==> src/rtl/lc3b_types.sv <==
// Shared LC-3b type package: word/line types plus the L2 burst geometry
// used by the line-to-word responder.
package lc3b_types;

    typedef logic [15:0]  lc3b_word;
    typedef logic [127:0] lc3b_burst;
    typedef logic [2:0]   lc3b_beat;

    localparam int L2_BEATS       = 8;
    localparam int L2_OFFSET_BITS = 4;

    // Byte address of word 'beat' inside the line whose base is 'line_base'.
    function automatic lc3b_word l2_word_address(
        input logic [15-L2_OFFSET_BITS:0] line_base,
        input lc3b_beat                   beat
    );
        return {line_base, beat, 1'b0};
    endfunction

    // Word 'beat' of a 128-bit line (word 0 in the low bits).
    function automatic lc3b_word l2_burst_word(
        input lc3b_burst line,
        input lc3b_beat  beat
    );
        return line[{beat, 4'b0000} +: 16];
    endfunction

endpackage

==> src/rtl/l2_burst_responder_buffer.sv <==
// l2_burst_buffer: 8 x 16-bit line assembly register. One word is written
// per accepted read beat; the whole line is always visible on 'line'.
// Cleared synchronously by rst.
module l2_burst_buffer
    import lc3b_types::*;
(
    input  logic      clk,
    input  logic      rst,
    input  logic      we,
    input  lc3b_beat  idx,
    input  lc3b_word  wdata,
    output lc3b_burst line
);

    lc3b_word words_reg [L2_BEATS];

    // Indexed word write with synchronous clear.
    always_ff @(posedge clk) begin
        if (rst) begin
            for (int i = 0; i < L2_BEATS; i++) begin
                words_reg[i] <= '0;
            end
        end else if (we) begin
            words_reg[idx] <= wdata;
        end
    end

    // Pack the word slots into the 128-bit line, slot 0 lowest.
    for (genvar gi = 0; gi < L2_BEATS; gi++) begin : g_pack
        assign line[gi*16 +: 16] = words_reg[gi];
    end

endmodule

==> src/rtl/l2_burst_responder.sv <==
// l2_burst_responder: serves 128-bit line reads/writes from the L2 side as
// eight 16-bit word accesses on a narrow memory port, with one idle GAP
// cycle between beats. Build option L2R_CRITICAL_WORD_FIRST_EN starts reads
// at the requested word (address[3:1]) and wraps; writes always ascend.
module l2_burst_responder
    import lc3b_types::*;
(
    input  logic       clk,
    input  logic       rst,
    input  logic       read,
    input  logic       write,
    input  lc3b_word   address,
    input  lc3b_burst  wdata,
    output logic       resp,
    output lc3b_burst  rdata,
    output logic       mem_read,
    output logic       mem_write,
    output logic [1:0] mem_byte_enable,
    output lc3b_word   mem_address,
    output lc3b_word   mem_wdata,
    input  logic       mem_resp,
    input  lc3b_word   mem_rdata
);

    localparam int BASE_W = 16 - L2_OFFSET_BITS;

    typedef enum logic [2:0] {
        IDLE,
        RBEAT,
        WBEAT,
        GAP,
        DONE
    } state_t;

    state_t              state_reg;
    logic                resp_reg;
    logic                mem_read_reg;
    logic                mem_write_reg;
    lc3b_word            mem_address_reg;
    lc3b_word            mem_wdata_reg;
    logic [BASE_W-1:0]   line_base_reg;
    lc3b_burst           wdata_reg;
    lc3b_beat            beat_reg;
    lc3b_beat            done_reg;
    logic                is_read_reg;

    lc3b_beat            beat_next;
    lc3b_beat            read_start_beat;
    logic                last_beat;
    logic                buf_we;
    logic                unused_addr_bits;

    // Word slot index wraps 7 -> 0; completion is judged by done_reg instead,
    // so a wrapped critical-word-first read still runs all eight beats.
    assign beat_next = beat_reg + 3'd1;
    assign last_beat = (done_reg == lc3b_beat'(L2_BEATS - 1));

`ifdef L2R_CRITICAL_WORD_FIRST_EN
    assign read_start_beat = address[3:1];
`else
    assign read_start_beat = '0;
`endif
    // Offset bits only matter in the critical-word-first build.
    assign unused_addr_bits = ^address[L2_OFFSET_BITS-1:0];

    // Transaction FSM; all port-facing outputs are registered here.
    always_ff @(posedge clk) begin
        if (rst) begin
            state_reg       <= IDLE;
            resp_reg        <= 1'b0;
            mem_read_reg    <= 1'b0;
            mem_write_reg   <= 1'b0;
            mem_address_reg <= '0;
            mem_wdata_reg   <= '0;
            line_base_reg   <= '0;
            wdata_reg       <= '0;
            beat_reg        <= '0;
            done_reg        <= '0;
            is_read_reg     <= 1'b0;
        end else begin
            case (state_reg)
                IDLE: begin
                    // Read has priority; a simultaneous write is dropped.
                    if (read) begin
                        line_base_reg   <= address[15:L2_OFFSET_BITS];
                        beat_reg        <= read_start_beat;
                        done_reg        <= '0;
                        is_read_reg     <= 1'b1;
                        mem_read_reg    <= 1'b1;
                        mem_address_reg <= l2_word_address(address[15:L2_OFFSET_BITS], read_start_beat);
                        state_reg       <= RBEAT;
                    end else if (write) begin
                        line_base_reg   <= address[15:L2_OFFSET_BITS];
                        wdata_reg       <= wdata;
                        beat_reg        <= '0;
                        done_reg        <= '0;
                        is_read_reg     <= 1'b0;
                        mem_write_reg   <= 1'b1;
                        mem_address_reg <= l2_word_address(address[15:L2_OFFSET_BITS], 3'd0);
                        mem_wdata_reg   <= l2_burst_word(wdata, 3'd0);
                        state_reg       <= WBEAT;
                    end
                end
                RBEAT, WBEAT: begin
                    if (mem_resp) begin
                        mem_read_reg  <= 1'b0;
                        mem_write_reg <= 1'b0;
                        done_reg      <= done_reg + 3'd1;
                        if (last_beat) begin
                            resp_reg  <= 1'b1;
                            state_reg <= DONE;
                        end else begin
                            state_reg <= GAP;
                        end
                    end
                end
                GAP: begin
                    // Set up the next beat so address/data are stable for the
                    // whole strobe window.
                    beat_reg        <= beat_next;
                    mem_address_reg <= l2_word_address(line_base_reg, beat_next);
                    if (!is_read_reg) begin
                        mem_wdata_reg <= l2_burst_word(wdata_reg, beat_next);
                    end
                    mem_read_reg    <= is_read_reg;
                    mem_write_reg   <= !is_read_reg;
                    state_reg       <= is_read_reg ? RBEAT : WBEAT;
                end
                DONE: begin
                    resp_reg  <= 1'b0;
                    state_reg <= IDLE;
                end
                default: begin
                    state_reg <= IDLE;
                end
            endcase
        end
    end

    assign buf_we = (state_reg == RBEAT) && mem_resp;

    l2_burst_buffer u_buffer (
        .clk   (clk),
        .rst   (rst),
        .we    (buf_we),
        .idx   (beat_reg),
        .wdata (mem_rdata),
        .line  (rdata)
    );

    assign resp            = resp_reg;
    assign mem_read        = mem_read_reg;
    assign mem_write       = mem_write_reg;
    assign mem_byte_enable = 2'b11;
    assign mem_address     = mem_address_reg;
    assign mem_wdata       = mem_wdata_reg;

endmodule

==> config.mk <==
export PLATFORM = sky130hd
export DESIGN_NAME = l2_burst_responder
export DESIGN_NICKNAME = d
export VERILOG_FILES = /design/src/rtl/lc3b_types.sv /design/src/rtl/l2_burst_responder_buffer.sv /design/src/rtl/l2_burst_responder.sv
export SDC_FILE = /design/constraint.sdc
export NUM_CORES = 1
export LEC_CHECK = 0
export CORE_MARGIN = 2
export CORE_UTILIZATION = 45
export DETAILED_ROUTE_END_ITERATION = 12
export GPL_ROUTABILITY_DRIVEN = 0
export PLACE_DENSITY = 0.75
export RECOVER_POWER = 50
export SYNTH_ARGS = -nofsm -noshare
export SYNTH_HDL_FRONTEND = slang
export SYNTH_SLANG_ARGS = --single-unit
==> constraint.sdc <==
create_clock -name clk -period 5.61 [get_ports clk]
set_input_delay 0.561 -clock clk [delete_from_list [all_inputs] [get_ports clk]]
set_output_delay 0.561 -clock clk [all_outputs]
set_load 0.05 [all_outputs]
==> results.tsv, run 1 <==
stage	metric	value	unit
outcome	run status	finished, final reports clean	
cts	Worst-path clk slew	0.06	ns
setup_path	arrival time at the worst endpoint	3.66	ns
synth	share of flip-flops with an asynchronous set or reset	0	
setup_path	worst setup path class	reg2reg	
sta	post-route clock period utilization	0.576	
global_route	first-pass GRT wire length	52800	um
setup_path	capture point of the worst reg-to-reg path	wdata_reg[87]	
setup_path	max incr delay on CP	0.77	ns
setup_path	sequence of cells on the critical path	or4b_1, or2_4, buf_4, nand2_1, a21oi_1	
setup_path	type of destination of the critical path	register	
synth	most common flop cell mapped by yosys	sky130_fd_sc_hd__dfxtp_1	
cts	number of CTS-inserted buffers	34	
cts	buffers inserted during post-CTS setup optimization	0	
drt	total routed wirelength	34400	um
power	Leak	6.12	nW
synth	most used standard cells in the synthesized netlist	311 x sky130_fd_sc_hd__nand2_1, 181 x sky130_fd_sc_hd__dfxtp_1, 175 x sky130_fd_sc_hd__a21oi_1	
floorplanning	number of core rows	60	
floorplanning	overall die height	170	um
cts	number of buffers inserted by hold repair at cts	0	
synth	sequential cell area fraction in the yosys report	0.601	
power	Pwr Total	0.00577	W
sta	endpoints failing hold	0	
finish	number of nets in the layout	1633	
synth	synthesized instance count	1186	
cts	clock tree from TritonCTS	yes	
setup_path	launch point of the worst reg-to-reg path	state_reg[0]	
floorplanning	Die Area	29000	um^2
synth	Cell variety after synth	40	
floorplanning	Core Box Area	27000	um^2
sta	minimum clock period	3.23	ns
synth	synth warn	0	
global_route	number of antenna violations at the first check in global routing	4	
sta	Max Slew Vio Count	0	
cts	number of cells upsized or downsized after cts	0	
drt	number of remaining DRC errors	0	
synth	fraction of synthesized cell area taken by the top area cell type	0.309	
setup_path	cell depth of the worst flop-to-flop path	5	
floorplanning	starting density of the core	0.460	
power	total power divided by cell area	345	nW/um^2
run	count of max-cap constraint violations	0	
placement	final HPWL from detailed placement	24000	um
global_route	maximum number of pins on one net before global-route repair	97	
setup_path	top fanout value on the critical path	66	
cts	cell at the root of the clock tree	sky130_fd_sc_hd__clkbuf_16	
sta	final worst clock skew	0.0131	ns
drt	met2 routed wirelength	16100	um
cts	clock sink count	309	
drt	first-pass iteration count of the detailed router	5	
global_route	overall overflow remaining after global route	0	
synth	Cell Area, Synth	12400	um^2
setup_path	type of origin of the critical path	register	
power	largest voltage drop on the vdd net	0.221	mV
setup_path	slack of the worst reg-to-reg path	2.38	ns
finish	Fillers	2223	
synth	top area cells in the synthesized netlist	sky130_fd_sc_hd__edfxtp_1 31%, sky130_fd_sc_hd__dfxtp_1 29%, sky130_fd_sc_hd__nand2_1 9.4%, sky130_fd_sc_hd__a21oi_1 7.0%, sky130_fd_sc_hd__and2_1 6.6%	
sta	minimum hold slack	0.452	ns
setup_path	Req. time, crit path	6.03	ns
cts	number of levels in the clock H-tree	2	
floorplanning	die boundary width	170	um
drt	highest metal layer with signal wires	met4	
global_route	number of global-route vias before repair	9511	
global_route	aggregate global-route resource usage	0.236	
finish	area delta synth->final	34.8	%
synth	number of storage elements in the synthesis netlist	309	
synth	Post-Synthesis Mean Instance Area	10.5	um^2
placement	number of buffer cells added on primary ports	322	
drt	Final ANT Viol Nets	0	
drt	drt wl/cell	18.8	um
worst_hold_path	WHS Endpoint	wdata_reg[118]	
drt	met1 wire length	14200	um
floorplanning	io pins	330	
synth	most common cell in the netlist	sky130_fd_sc_hd__nand2_1	
drt	DR vias	9757	
drt	number of design-rule violations left by the first detailed-router iteration	832	
sta	final setup fails	0	
sta	setup TNS after final layout	0	ns
sta	maximum clock rate	309	MHz
drt	ratio of routed vias to standard cells	5.32	
worst_hold_path	startpoint of the worst hold path	wdata_reg[118]	
worst_hold_path	classification of the worst-slack hold path	reg2reg	
worst_hold_path	Hold Crit Depth	2	
setup_path	cell at the slowest stage of the critical path	sky130_fd_sc_hd__dfxtp_1	
cts	maximum buffer depth of the clock tree	3	
finish	share of post-route cells with drive strength above 1	0.0706	
synth	count of flip-flops with a built-in enable after synthesis	128	
synth	dominant cell type by area after synthesis	sky130_fd_sc_hd__edfxtp_1	
cts	Clk Latency, worst-skew pair	0.51	ns
sta	setup repair after global routing missed its margin	false	
drt	met3 wirelength from detailed routing	2740	um
sta	transition time at the pin with the least slew margin	1.47	ns
sta	relative slew slack	0.0197	
[where the power goes]
| group | switching, W | internal (W) | total (W) |
|---|---|---|---|
| sequential | 0.0000892 | 0.00250 | 0.00259 |
| combinational | 0.000677 | 0.000372 | 0.00105 |
| clock | 0.000888 | 0.00125 | 0.00214 |
| total | 0.00166 | 0.00412 | 0.00577 |
[stage by stage]
step	worst slack [ns]	cells	instance area, um^2	util
after floorplan	3.25	1187	12400	-
after global placement	2.27	1770	15700	0.581
after detailed placement	2.21	1770	15700	0.581
after CTS	2.66	1829	16800	0.620
after global routing	2.14	1833	16700	0.620
final	2.38	1835	16800	0.620
[final cells by class]
cell class / count / area [um^2] / share of cell area
diodes: 6 / 15.0 / 0.000896
clock buffers: 44 / 955 / 0.0570
clock inverters: 15 / 108 / 0.00642
inverters: 4 / 15.0 / 0.000896
multi-input cells: 786 / 4480 / 0.267
flip-flops and latches: 309 / 7470 / 0.446
well taps: 341 / 427 / 0.0255
repair buffers: 330 / 3290 / 0.196
[logic make-up after synthesis]
family          Yosys count  synth area share
flops                   309             0.601
other cells               2          0.000604
buf+inv                  92            0.0390
fa+ha+maj                 3           0.00302
compound gates          239             0.108
xor+xnor                  2           0.00141
mux                      37            0.0622
simple gates            502             0.185
[cell usage in the layout, fill, tap and decap left out, drive strengths merged, types with 7 or more instances in the layout]
| cell | Yosys | final |
|---|---|---|
| buf | 39 | 7 |
| dfxtp | 181 | 181 |
| mux4 | 32 | 32 |
| o21a | 14 | 14 |
| dlygate4sd3 | 0 | 160 |
| clkdlybuf4s50 | 0 | 161 |
| clkbuf | 49 | 46 |
| clkinv | 0 | 8 |
| and2 | 131 | 131 |
| a211oi | 18 | 18 |
| or2 | 10 | 10 |
| edfxtp | 128 | 128 |
| nor2 | 30 | 30 |
| nand2 | 311 | 311 |
| a21oi | 176 | 176 |
| a31oi | 13 | 13 |
[metal layers]
| layer | global-route usage | vias to the layer above |
|---|---|---|
| met1 | 0.305 | 4656 |
| met2 | 0.384 | 402 |
| met4 | 0.0955 | 0 |
| met3 | 0.0540 | 83 |
| met5 | 0 | - |
| li1 | - | 4616 |
[worst max-delay path: cells and delay by family, from the launching register on]
family,cells,cell delay (ns)
buffers and inverters,1,0.63
DFF,1,0.77
and+or+nand+nor,3,1.52
AOI/OAI and AO/OA,1,0.17
[how the worst max path moves through the flow]
stage	to	startpoint	slack (ns)
finish	wdata_reg[87]	state_reg[0]	2.38
global route	wdata_reg[87]	state_reg[0]	2.14
CTS	u_buffer.words_reg[6][11]	state_reg[2]	2.66
detailed placement	u_buffer.words_reg[6][8]	mem_resp	2.21
global placement	u_buffer.words_reg[4][8]	mem_resp	2.27
floorplan	mem_wdata[0]	beat_reg[1]	3.25
(Power assumes the default switching activity.)
==> run 2, diff against run 1 <==
Clock period 5.61 ns to 3.3 ns, I/O delays scaled along.
==> run 2 against run 1 <==
Hold slack worse by 0.41 ns. Setup slack got worse by 1.8 ns. First-iteration DRC count grew 17%. Wire length grew 0.86%. Design area rose by 0.40%. Via count decreased by 0.14%. Count of clock-buffer cells in the layout grew 1.
==> results.tsv, run 2 (synthesized netlist as in run 1, its figures left out) <==
stage	metric	value	unit
cts	cell at the root of the clock tree	sky130_fd_sc_hd__clkbuf_16	
global_route	overall overflow remaining after global route	0	
global_route	number of global-route vias before repair	9301	
drt	Final ANT Viol Nets	0	
setup_path	Req. time, crit path	3.50	ns
cts	number of buffers inserted by hold repair at cts	0	
floorplanning	starting density of the core	0.460	
setup_path	arrival time at the worst endpoint	2.94	ns
sta	Max Slew Vio Count	0	
global_route	aggregate global-route resource usage	0.233	
drt	number of design-rule violations left by the first detailed-router iteration	977	
sta	setup TNS after final layout	0	ns
power	total power divided by cell area	580	nW/um^2
worst_hold_path	classification of the worst-slack hold path	in2reg	
finish	share of post-route cells with drive strength above 1	0.0713	
setup_path	type of destination of the critical path	register	
sta	relative slew slack	0.191	
global_route	number of antenna violations at the first check in global routing	5	
global_route	maximum number of pins on one net before global-route repair	129	
global_route	first-pass GRT wire length	52400	um
floorplanning	number of core rows	60	
floorplanning	die boundary width	170	um
setup_path	max incr delay on CP	0.53	ns
finish	most common cell after layout, fill and taps aside	sky130_fd_sc_hd__nand2_1	
sta	final setup fails	0	
power	largest voltage drop on the vdd net	0.447	mV
placement	number of buffer cells added on primary ports	322	
cts	maximum buffer depth of the clock tree	3	
placement	dpl ws	0.571	ns
floorplanning	io pins	330	
outcome	run status	finished, final reports clean	
sta	crit path setup slack, layout	0.562	ns
sta	final worst clock skew	0.00995	ns
cts	number of levels in the clock H-tree	1	
cts	clock tree from TritonCTS	yes	
sta	minimum clock period	2.74	ns
drt	ratio of routed vias to standard cells	5.28	
sta	post-route clock period utilization	0.830	
cts	Worst-path clk slew	0.06	ns
drt	drt wl/cell	18.8	um
floorplanning	Core Box Area	27000	um^2
drt	total routed wirelength	34700	um
sta	transition time at the pin with the least slew margin	1.21	ns
drt	first-pass iteration count of the detailed router	5	
floorplanning	overall die height	170	um
finish	final cell area excluding filler cells	16800	um^2
setup_path	type of origin of the critical path	register	
finish	leading cell types in the layout, fill and taps excluded	311 x sky130_fd_sc_hd__nand2_1, 180 x sky130_fd_sc_hd__dfxtp_1, 175 x sky130_fd_sc_hd__a21oi_1, 165 x sky130_fd_sc_hd__clkdlybuf4s50_1, 156 x sky130_fd_sc_hd__dlygate4sd3_1	
sta	endpoints failing hold	0	
cts	number of cells upsized or downsized after cts	0	
cts	buffers inserted during post-CTS setup optimization	0	
finish	area delta synth->final	35.4	%
cts	clock sink count	309	
run	count of max-cap constraint violations	0	
cts	number of CTS-inserted buffers	31	
setup_path	cell at the slowest stage of the critical path	sky130_fd_sc_hd__clkbuf_1	
setup_path	sequence of cells on the critical path	nor4b_1, nand3_1, nor3_1, clkbuf_1, or2_2	
drt	number of remaining DRC errors	0	
setup_path	top fanout value on the critical path	17	
sta	minimum hold slack	0.0408	ns
setup_path	worst setup path class	reg2reg	
floorplanning	Die Area	29000	um^2
cts	Clk Latency, worst-skew pair	0.56	ns
drt	DR vias	9743	
finish	number of nets in the layout	1643	
finish	Fillers	2213	
placement	Placement Cell Area	15800	um^2
placement	final HPWL from detailed placement	24300	um
sta	setup repair after global routing missed its margin	false	
sta	maximum clock rate	365	MHz
power	Leak	6.14	nW
==> run 2: where the power goes <==
group / switching, W / internal (W)
Combinational: 0.00117 / 0.000651
Sequential: 0.000139 / 0.00424
Clock: 0.00145 / 0.00211
==> run 2: area by class of cell <==
type	instances	area (um^2)	area share
Inverter	4	15.0	0.000893
Tap cell	341	427	0.0254
Antenna cell	3	7.51	0.000446
Timing Repair Buffer	343	3390	0.201
Sequential cell	309	7470	0.444
Clock buffer	45	858	0.0510
Multi-Input combinational cell	786	4490	0.267
Clock inverter	13	166	0.00989
==> run 2: worst paths after layout <==
kind | startpoint | to | slack (ns) | cells after the start
worst min register to register | line_base_reg[1] | line_base_reg[1] | 0.45 | 2
worst min-delay path | rst | wdata_reg[57] | 0.04 | 2
worst max register to register | state_reg[1] | u_buffer.words_reg[1][5] | 0.56 | 5
worst max-delay path | state_reg[1] | u_buffer.words_reg[1][5] | 0.56 | 5
==> run 2: metrics by stage <==
stage	util	instances	power, W
finish	0.622	1844	0.00976
global route	0.622	1844	0.0101
CTS	0.623	1841	0.00984
detailed placement	0.585	1783	0.00633
global placement	0.585	1783	0.00629
floorplan	-	1187	0.00565
==> run 2: worst max-delay path, delay by kind of cell (launching register included) <==
kind,cells,cell delay [ns]
flops,1,0.50
simple gates,4,1.34
buf+inv,1,0.53
==> run 2: per-layer routing <==
layer / vias up / global-route usage / wire [um]
met5: - / 0 / 27
met4: 4 / 0.0762 / 1070
met3: 62 / 0.0456 / 2610
met2: 391 / 0.387 / 16600
met1: 4644 / 0.307 / 14400
li1: 4642 / - / -
